### src/rtl/window_serializer_if.sv
// window_serializer_if
//   Handshake bundle between a window producer/consumer and window_serializer.
//   Parameters N (taps per window) and B (bits per tap) must match the DUT.
//
//   Load side : load, dir, win[N-1:0] (producer -> DUT); load_ready (DUT -> producer)
//   Beat side : dout, dout_valid, dout_last (DUT -> consumer); dout_ready (consumer -> DUT)
//   Status    : busy (window in flight), state_dbg (raw FSM state, 0=IDLE 1=SEND)
//
//   master : the environment side (drives load/dir/win/dout_ready)
//   slave  : the serializer side
interface window_serializer_if #(
   parameter int N = 11,
   parameter int B = 8
);
   logic         load;
   logic         dir;
   logic [B-1:0] win [N-1:0];
   logic         load_ready;
   logic [B-1:0] dout;
   logic         dout_valid;
   logic         dout_ready;
   logic         dout_last;
   logic         busy;
   logic         state_dbg;

   modport master (
      output load, dir, win, dout_ready,
      input  load_ready, dout, dout_valid, dout_last, busy, state_dbg
   );

   modport slave (
      input  load, dir, win, dout_ready,
      output load_ready, dout, dout_valid, dout_last, busy, state_dbg
   );
endinterface

### src/rtl/window_serializer.sv
// window_serializer
//   Captures an N-tap pixel window in one parallel load and streams the taps
//   out one per beat, ascending (dir=0, tap 0 first) or descending (dir=1,
//   tap N-1 first).
//
//   Ports:
//     clk   - system clock, rising edge
//     rstn  - asynchronous active-low reset
//     bus   - window_serializer_if.slave: load/dir/win/load_ready capture
//             handshake, dout/dout_valid/dout_ready/dout_last beat stream,
//             busy and state_dbg status
//
//   Handshake semantics (both channels): a transfer happens at a rising edge
//   where valid and ready are both high. Load channel: valid=load,
//   ready=load_ready. Beat channel: valid=dout_valid, ready=dout_ready. Once
//   dout_valid rises it stays high with dout/dout_last stable until the beat
//   is taken; it only falls after the last beat (or on reset).
module window_serializer #(
   parameter int N = 11,
   parameter int B = 8
) (
   input  logic           clk,
   input  logic           rstn,
   window_serializer_if.slave bus
);

   localparam int            IW   = $clog2(N);
   localparam logic [IW-1:0] LAST = IW'(N - 1);
   localparam logic [IW-1:0] ONE  = IW'(1);

   typedef enum logic {
      IDLE = 1'b0,
      SEND = 1'b1
   } state_t;

   state_t        state_q, state_d;
   logic [B-1:0]  buf_q [N];
   logic [IW-1:0] idx_q, idx_d;
   logic [IW-1:0] cnt_q, cnt_d;
   logic          dir_q, dir_d;

   logic          is_last;
   logic          do_beat;
   logic          do_load;
   logic          load_ready;

   assign is_last = (state_q == SEND) && (cnt_q == LAST);
   assign do_beat = (state_q == SEND) && bus.dout_ready;

   // Accepting a new window on the last-beat edge gives zero-bubble
   // back-to-back windows; this is the one dout_ready -> load_ready path.
   assign load_ready = rstn && ((state_q == IDLE) || (do_beat && is_last));
   assign do_load    = bus.load && load_ready;

   always_comb begin
      state_d = state_q;
      idx_d   = idx_q;
      cnt_d   = cnt_q;
      dir_d   = dir_q;

      if (do_beat) begin
         if (is_last) begin
            state_d = IDLE;
         end else begin
            idx_d = dir_q ? (idx_q - ONE) : (idx_q + ONE);
            cnt_d = cnt_q + ONE;
         end
      end

      // A load overrides the last-beat return to IDLE.
      if (do_load) begin
         state_d = SEND;
         dir_d   = bus.dir;
         idx_d   = bus.dir ? LAST : '0;
         cnt_d   = '0;
      end
   end

   always_ff @(posedge clk or negedge rstn) begin
      if (!rstn) begin
         state_q <= IDLE;
         idx_q   <= '0;
         cnt_q   <= '0;
         dir_q   <= 1'b0;
      end else begin
         state_q <= state_d;
         idx_q   <= idx_d;
         cnt_q   <= cnt_d;
         dir_q   <= dir_d;
      end
   end

   always_ff @(posedge clk or negedge rstn) begin
      if (!rstn) begin
         for (int i = 0; i < N; i++) buf_q[i] <= '0;
      end else if (do_load) begin
         for (int i = 0; i < N; i++) buf_q[i] <= bus.win[i];
      end
   end

   assign bus.dout       = buf_q[idx_q];
   assign bus.dout_valid = (state_q == SEND);
   assign bus.busy       = (state_q == SEND);
   assign bus.dout_last  = is_last;
   assign bus.load_ready = load_ready;
   assign bus.state_dbg  = state_q;

endmodule

### src/flat_wrapper.sv
// flat-port wrapper written by rule: the top's interface ports become plain ports
module window_serializer_flat 
#(
   parameter int N = 11,
   parameter int B = 8
)
  (clk, rstn, bus_load, bus_dir, bus_win, bus_dout_ready, bus_load_ready, bus_dout, bus_dout_valid, bus_dout_last, bus_busy, bus_state_dbg);
  window_serializer_if #(.N(N), .B(B)) bus_i ();
  input  logic clk;
  input  logic rstn;
  input wire logic [$bits(bus_i.load)-1:0] bus_load;
  input wire logic [$bits(bus_i.dir)-1:0] bus_dir;
  input wire logic [$bits(bus_i.win)-1:0] bus_win;
  input wire logic [$bits(bus_i.dout_ready)-1:0] bus_dout_ready;
  output wire logic [$bits(bus_i.load_ready)-1:0] bus_load_ready;
  output wire logic [$bits(bus_i.dout)-1:0] bus_dout;
  output wire logic [$bits(bus_i.dout_valid)-1:0] bus_dout_valid;
  output wire logic [$bits(bus_i.dout_last)-1:0] bus_dout_last;
  output wire logic [$bits(bus_i.busy)-1:0] bus_busy;
  output wire logic [$bits(bus_i.state_dbg)-1:0] bus_state_dbg;
  assign bus_i.load = bus_load;
  assign bus_i.dir = bus_dir;
  assign bus_i.win = {>>{bus_win}};
  assign bus_i.dout_ready = bus_dout_ready;
  assign bus_load_ready = bus_i.load_ready;
  assign bus_dout = bus_i.dout;
  assign bus_dout_valid = bus_i.dout_valid;
  assign bus_dout_last = bus_i.dout_last;
  assign bus_busy = bus_i.busy;
  assign bus_state_dbg = bus_i.state_dbg;
  window_serializer #(.N(N), .B(B)) u_core (.clk(clk), .rstn(rstn), .bus(bus_i));
endmodule
### config.mk
export PLATFORM = sky130hd
export DESIGN_NAME = window_serializer_flat
export DESIGN_NICKNAME = d
export VERILOG_FILES = /design/src/rtl/window_serializer_if.sv /design/src/rtl/window_serializer.sv /design/src/flat_wrapper.sv
export SDC_FILE = /design/constraint.sdc
export NUM_CORES = 1
export LEC_CHECK = 0
export ABC_AREA = 1
export BUFFER_PORTS_ARGS = -buffer_cell sky130_fd_sc_hd__clkbuf_2
export CORE_MARGIN = 1
export CORE_UTILIZATION = 54
export CTS_BUF_LIST = sky130_fd_sc_hd__clkbuf_8
export DETAILED_ROUTE_END_ITERATION = 12
export PLACE_DENSITY = 0.82
export RECOVER_POWER = 100
export SLEW_MARGIN = 20
export SYNTH_ARGS = -nofsm -noshare
export SYNTH_HDL_FRONTEND = slang
export SYNTH_SLANG_ARGS = --single-unit
### constraint.sdc
create_clock -name clk -period 1.85 [get_ports clk]
set_clock_uncertainty 0.05 [all_clocks]
set_input_delay 0.37 -clock clk [delete_from_list [all_inputs] [get_ports clk]]
set_output_delay 0.37 -clock clk [all_outputs]
set_load 0.005 [all_outputs]
# Word-level counts from Yosys, hierarchy flattened
# Cells that the tools add are included.
op_classes:
  reduce_logical: 10
  n_bitwise: 2
  eq_ne: 2
  muxes: 14
  n_addsub: 3
  magnitude_cmp: 1
ops:
  columns: ["op", "n"]
  rows:
  - ["8-bit binary-select mux with 4-bit select", 1]
  - ["4-bit 2-to-1 mux", 8]
  - ["8-bit 2-to-1 mux", 2]
  - ["4-bit by 1-bit adder with 4-bit output, second input constant", 2]
  - ["5-bit greater-or-equal comparator, second input constant", 1]
  - ["1-bit logical AND", 5]
  - ["4-bit NOT with 5-bit output", 1]
  - ["4-bit equality test, second input constant", 1]
  - ["2-bit AND reduction", 2]
  - ["2-bit nonzero test", 2]
  - ["4-bit by 1-bit subtractor with 4-bit output, second input constant", 1]
  - ["1-bit 2-to-1 mux", 3]
  - ["2-bit != test, second input constant", 1]
  - ["1-bit logical OR", 1]
  - ["1-bit NOT", 1]
totals:
  wordCells: 47
  ff_bits: 98
  inputBits: 93
  out_inout_bits: 13

# Depth between registers and ports, before layout
logic_depth:
  ltp_word: 8
  mapped_depth: 12
  mapped_depth_nobuf: 11

# Worst setup path before layout
# No wires, ideal clock.
synth_path:
  path_type: "flip-flop to flip-flop"
  startpoint: "register u_core.idx_q[0]"
  endpoint: "register u_core.idx_q[1]"
  period_less_slack_ps: 1617
  setup_ps: 65
  path_buffers: 1
  path_stages_with_launch: 9
  slack_ps: 233
  arrival_time_ps: 1502
  t_required_ps: 1735
  cell_sequence: "dfrtp_1 inv_1 clkbuf_1 fa_1 inv_1 nand2_1 nand2_1 nand2_1 nand2_1"
synth_between:
  elab_chain_cells: 5
  elab_cells_between_ends: 6
  classes_between: "add/sub (2); mux (4)"
synth_lines:
  columns: ["item", "line_no", "rtl"]
  rows:
  - ["from (decl)", "window_serializer.sv:38", "logic [IW-1:0] idx_q, idx_d;"]
  - ["from (signal assigned)", "window_serializer.sv:87", "idx_q <= idx_d;"]
  - ["4-bit by 1-bit adder with 4-bit output or 4-bit by 1-bit subtractor with 4-bit output (tied branches)", "window_serializer.sv:65", "idx_d = dir_q ? (idx_q - ONE) : (idx_q + ONE);"]
  - ["4-bit 2-to-1 mux *", "window_serializer.sv:65", null]
  - ["4-bit 2-to-1 mux *", "window_serializer.sv:62", "if (is_last) begin"]
  - ["4-bit 2-to-1 mux *", "window_serializer.sv:61", "if (do_beat) begin"]
  - ["4-bit 2-to-1 mux *", "window_serializer.sv:71", "if (do_load) begin"]
# Every way passes the cells marked *; elsewhere a longest branch is shown, timed or not. The select of a mux whose other input is x is not followed.
# A chain may end at the register's enable or synchronous reset.

# Final worst setup path
layout_path:
  startpoint: "register u_core.idx_q[1]"
  endpoint: "output bus_dout[0]"
layout_between:
  elab_chain_cells: 4
layout_lines:
  columns: ["item", "line_no", "rtl"]
  rows:
  - ["4-bit NOT with 5-bit output (not written as such)", "window_serializer.sv:101", "assign bus.dout = buf_q[idx_q];"]
  - ["8-bit binary-select mux with 4-bit select", "window_serializer.sv:101", null]
  - ["8-bit 2-to-1 mux (not written as such) (2 in series)", "window_serializer.sv:101", null]
  - ["to (decl)", "flat_wrapper.sv:16", "output wire logic [$bits(bus_i.dout)-1:0] bus_dout;"]
# Every way passes these cells. The select of a mux whose other input is x is not followed.

==> results by stage <==
Finish:
- At the end of the flow, the number of nets in the layout was 850.
- 0 antenna diodes ended up in the layout.
- The area added between synthesis and finish is 31.3%.
- Once layout is done, the placed cells without fillers occupy 6240 sq um.
- Once layout is complete, the utilization of the core stands at 74.4%.
- Cells with a size suffix above 1 make up 29.1% of the layout.

Drt:
- The post-detailed-route DRC marker count is 0.
- The routed design has 14.6 mm of wire.
- The first detailed-routing pass ran for 5 iterations.
- The residual antenna-violating net count after detailed routing is 0.
- The average wire length per cell after detail routing is 16.9 um.
- In this run, the number of DRC markers left after iteration 0 of detailed routing was 342.
- The via count of the routed design is 4839.
- The average vias per placed instance is 5.61.

STA:
- The count of endpoints failing hold in the final timing report came to 0.
- For the final routed database, the setup TNS stands at -3.32 ns.
- The final worst slack is -0.441 ns.
- The shortest period the worst path allows is 2.29 ns.
- Setup violations remaining at the end of the flow were counted as 11.
- Setup repair after global routing could not meet its margin everywhere.
- The maximum clock frequency is 436 MHz.
- The actual transition at the worst max-transition pin is 1.32 ns.
- The final critical-path share of the clock period is 124%.
- The worst max-slew margin expressed relative to the limit is 11.9%.
- The total count of max-transition violations in the final report is 0.

Clock network:
- TritonCTS built the clock tree.
- The clock tree synthesis step divided the H-tree into 3 levels.
- The number of clock sinks is 98.
- For this design, the CTS-stage hold fixing added 0 buffers.
- Counting the buffers created by CTS gives 9.
- The root buffer cell is clkbuf_8.
- The clock-pin slew on the worst setup and hold paths is 0.10 ns.
- At the later pin of the worst-skew pair, clock insertion delay measures 0.37 ns.
- The clock passes through at most 2 buffers.

Floorplanning:
- The overall die area is 9180 sq um.
- The I/O pin total is 106.
- The floorplan step set the die height to 95.8 um.
- In this run the horizontal extent of the chip is 95.8 um.
- The floorplan has 33 rows.
- The core region is 8380 sq um.
- For this configuration, the core starts out at a cell density of 56.7%.

GRT:
- The global routing stage identified its most utilized layer as met2.
- Global routing finished with a remaining overflow of 0.
- The via count of the first global-routing pass is 4164.
- In the global route stage, met1 resource usage came out at 39.1%.
- Global routing used 45.8% of the available met2 tracks.
- The overall fraction of global-route tracks in use is 28.9%.
- The first global-routing pass estimated 20.0 mm of wire.
- Global routing used 5.13% of the available met3 tracks.
- The number of antenna violations at the first check in global routing is 0.
- The pin count of the biggest net entering global routing is 99.

Min path:
- The tightest min-delay check is of the primary input to flop type.

Worst setup path:
- The type of origin of the critical path is a flop.
- The type of destination of the critical path is an output pin.
- At the worst endpoint, the required time is 1.43 ns.
- Data on the critical path arrives at its endpoint at 1.87 ns.
- The highest fanout seen on the critical path is 8.
- The category of the most critical setup path is flop to output pin.

Job:
- Max-cap violations in this run came to 0.

Placed design:
- The placement-stage worst setup slack is 0.0714 ns.
- In this run the tool buffered the top-level ports with 105 buffer cells.
- The final HPWL from detailed placement is 8.03 mm.
- The placement-stage cell area is 5400 sq um.
- Routability-driven placement finished with a final weighted congestion of 0.868.

Synth:
- In this run the cell area of the synthesized design comes to 4750 sq um.
- The synthesized netlist contains 24 unique library cells.
- Yosys mapped a number of flops with a built-in enable equal to 0.
- dfrtp_1 takes more of the synthesized area than any other cell.
- The share of the yosys chip area belonging to registers is 51.6%.
- The net count after synthesis is 722.
- In this run the biggest area consumer among cell types represents 51.6% of the synthesized area.
- The instance count of the mapped netlist is 624.
- The per-instance average area after synthesis is 7.61 sq um.
- Yosys attributes the largest share of cell area to dfrtp_1 52%, nand2_1 24%, o21ai_0 5.3%, nor2_1 4.7%, o211ai_1 2.5%.
- The share of synthesized flip-flops with an asynchronous set or reset is 100%.
- During synthesis, Yosys emitted a total of 0 warnings.
- The predominant post-synthesis flop cell is dfrtp_1.
- After synthesis the netlist holds a flip-flop and latch count of 98.

Pwr:
- The reported leakage power is 3.35 nW.
- Across the VDD grid, the largest voltage drop is 1.01 mV.
- The power per unit of standard cell area is 1700 nW/um^2.

Status:
- The run finished, with violations left.
- The checks that failed: negative setup slack.
kinds of logic (layout without fill, tap and decap cells):
| logic type | count (synthesis) | count (layout) | share of synthesized area [%] |
|---|---|---|---|
| simple gates | 393 | 393 | 32.0 |
| flops | 98 | 98 | 51.6 |
| xor+xnor | 5 | 5 | 0.922 |
| buf+inv | 54 | 187 | 5.87 |
| compound gates | 69 | 69 | 8.11 |
| fa+ha+maj | 5 | 5 | 1.47 |
synthesized netlist by cell type (2+ instances only):
cell type / instances
nand2_1: 306
buf_4: 11
o211ai_1: 16
dfrtp_1: 98
nor2_1: 59
o21ai_0: 50
inv_2: 2
buf_2: 4
nand3_1: 23
buf_6: 4
clkbuf_1: 17
inv_1: 15
o21ai_1: 2
ha_1: 4
xor2_1: 4
sequential cells by signal (all words and copies together) (netlist names):
register / count
u_core.bus.busy: 1
u_core.cnt_q: 4
u_core.idx_q: 4
u_core.dir_q: 1
u_core.buf_q: 88
through the flow:
stage / hold slack [ns] / power, mW / instances
after floorplan: 0.0244 / 6.28 / 624
after global placement: 0.406 / 7.52 / 812
after detailed placement: 0.414 / 7.69 / 812
after CTS: 0.0609 / 9.67 / 840
after global routing: 0.122 / 11.2 / 862
final: 0.129 / 10.6 / 862
area by class of cell:
cell class | count | area [sq um]
well taps | 105 | 131
fillers | 574 | 2150
flip-flops and latches | 98 | 2450
repair buffers | 153 | 1200
clock buffers | 10 | 138
clock inverters | 6 | 48.8
multi-input cells | 472 | 2180
inverters | 18 | 76.3
timing repair:
item,in CTS,in global routing
cloned,2,9
pin swaps,10,19
setup endpoints to repair,10,99
buffers inserted,10,13
resized for setup,42,68
layer usage:
metal | up-vias | share of wire [%]
li1 | 2203 | -
met4 | 0 | 3.7
met3 | 50 | 9.3
met5 | - | 0
met1 | 2296 | 39
met2 | 290 | 48
power by group:
group          leakage, nW  internal [mW]  switching, mW
clock               0.0970          0.546          0.822
sequential            1.22           3.14          0.792
combinational         2.04           2.40           2.89
total                 3.35           6.08           4.51
critical path, stage by stage (launching register included):
cell       delay, ns
dfrtp_2         0.49
buf_12          0.16
clkbuf_16       0.16
nor2_4          0.09
o21ai_1         0.07
o211ai_1        0.14
nand3_1         0.15
nand2_1         0.11
clkbuf_2        0.11
cell usage in the layout, fill, tap and decap left out, types with 5 or more instances in the layout:
cell type  netlist  layout
nand2_1        306     278
clkbuf_2         0     102
dfrtp_1         98      96
nor2_1          59      51
o21ai_0         50      30
nand2_2          1      25
o21ai_1          2      21
nand3_1         23      21
o211ai_1        16      16
buf_6            4      14
buf_4           11      12
clkbuf_8         0      10
inv_1           15       9
buf_12           0       9
clkbuf_16        0       7
inv_2            2       6
nor2_2           0       5
path summary, 6_finish.rpt:
path | endpoint | slack (ns) | cells past startpoint | startpoint
setup / recovery | bus_dout[0] | -0.44 | 8 | u_core.idx_q[1]
hold / removal | u_core.buf_q[19] | 0.13 | 3 | bus_win[67]
setup reg to reg | u_core.idx_q[1] | -0.13 | 10 | u_core.idx_q[1]
hold reg to reg | u_core.buf_q[40] | 0.44 | 2 | u_core.buf_q[40]
max in group asynchronous | u_core.idx_q[0] | 0.25 | 2 | rstn
min in group asynchronous | u_core.cnt_q[2] | 0.58 | 2 | rstn
Power figures use the tool's default switching activity.
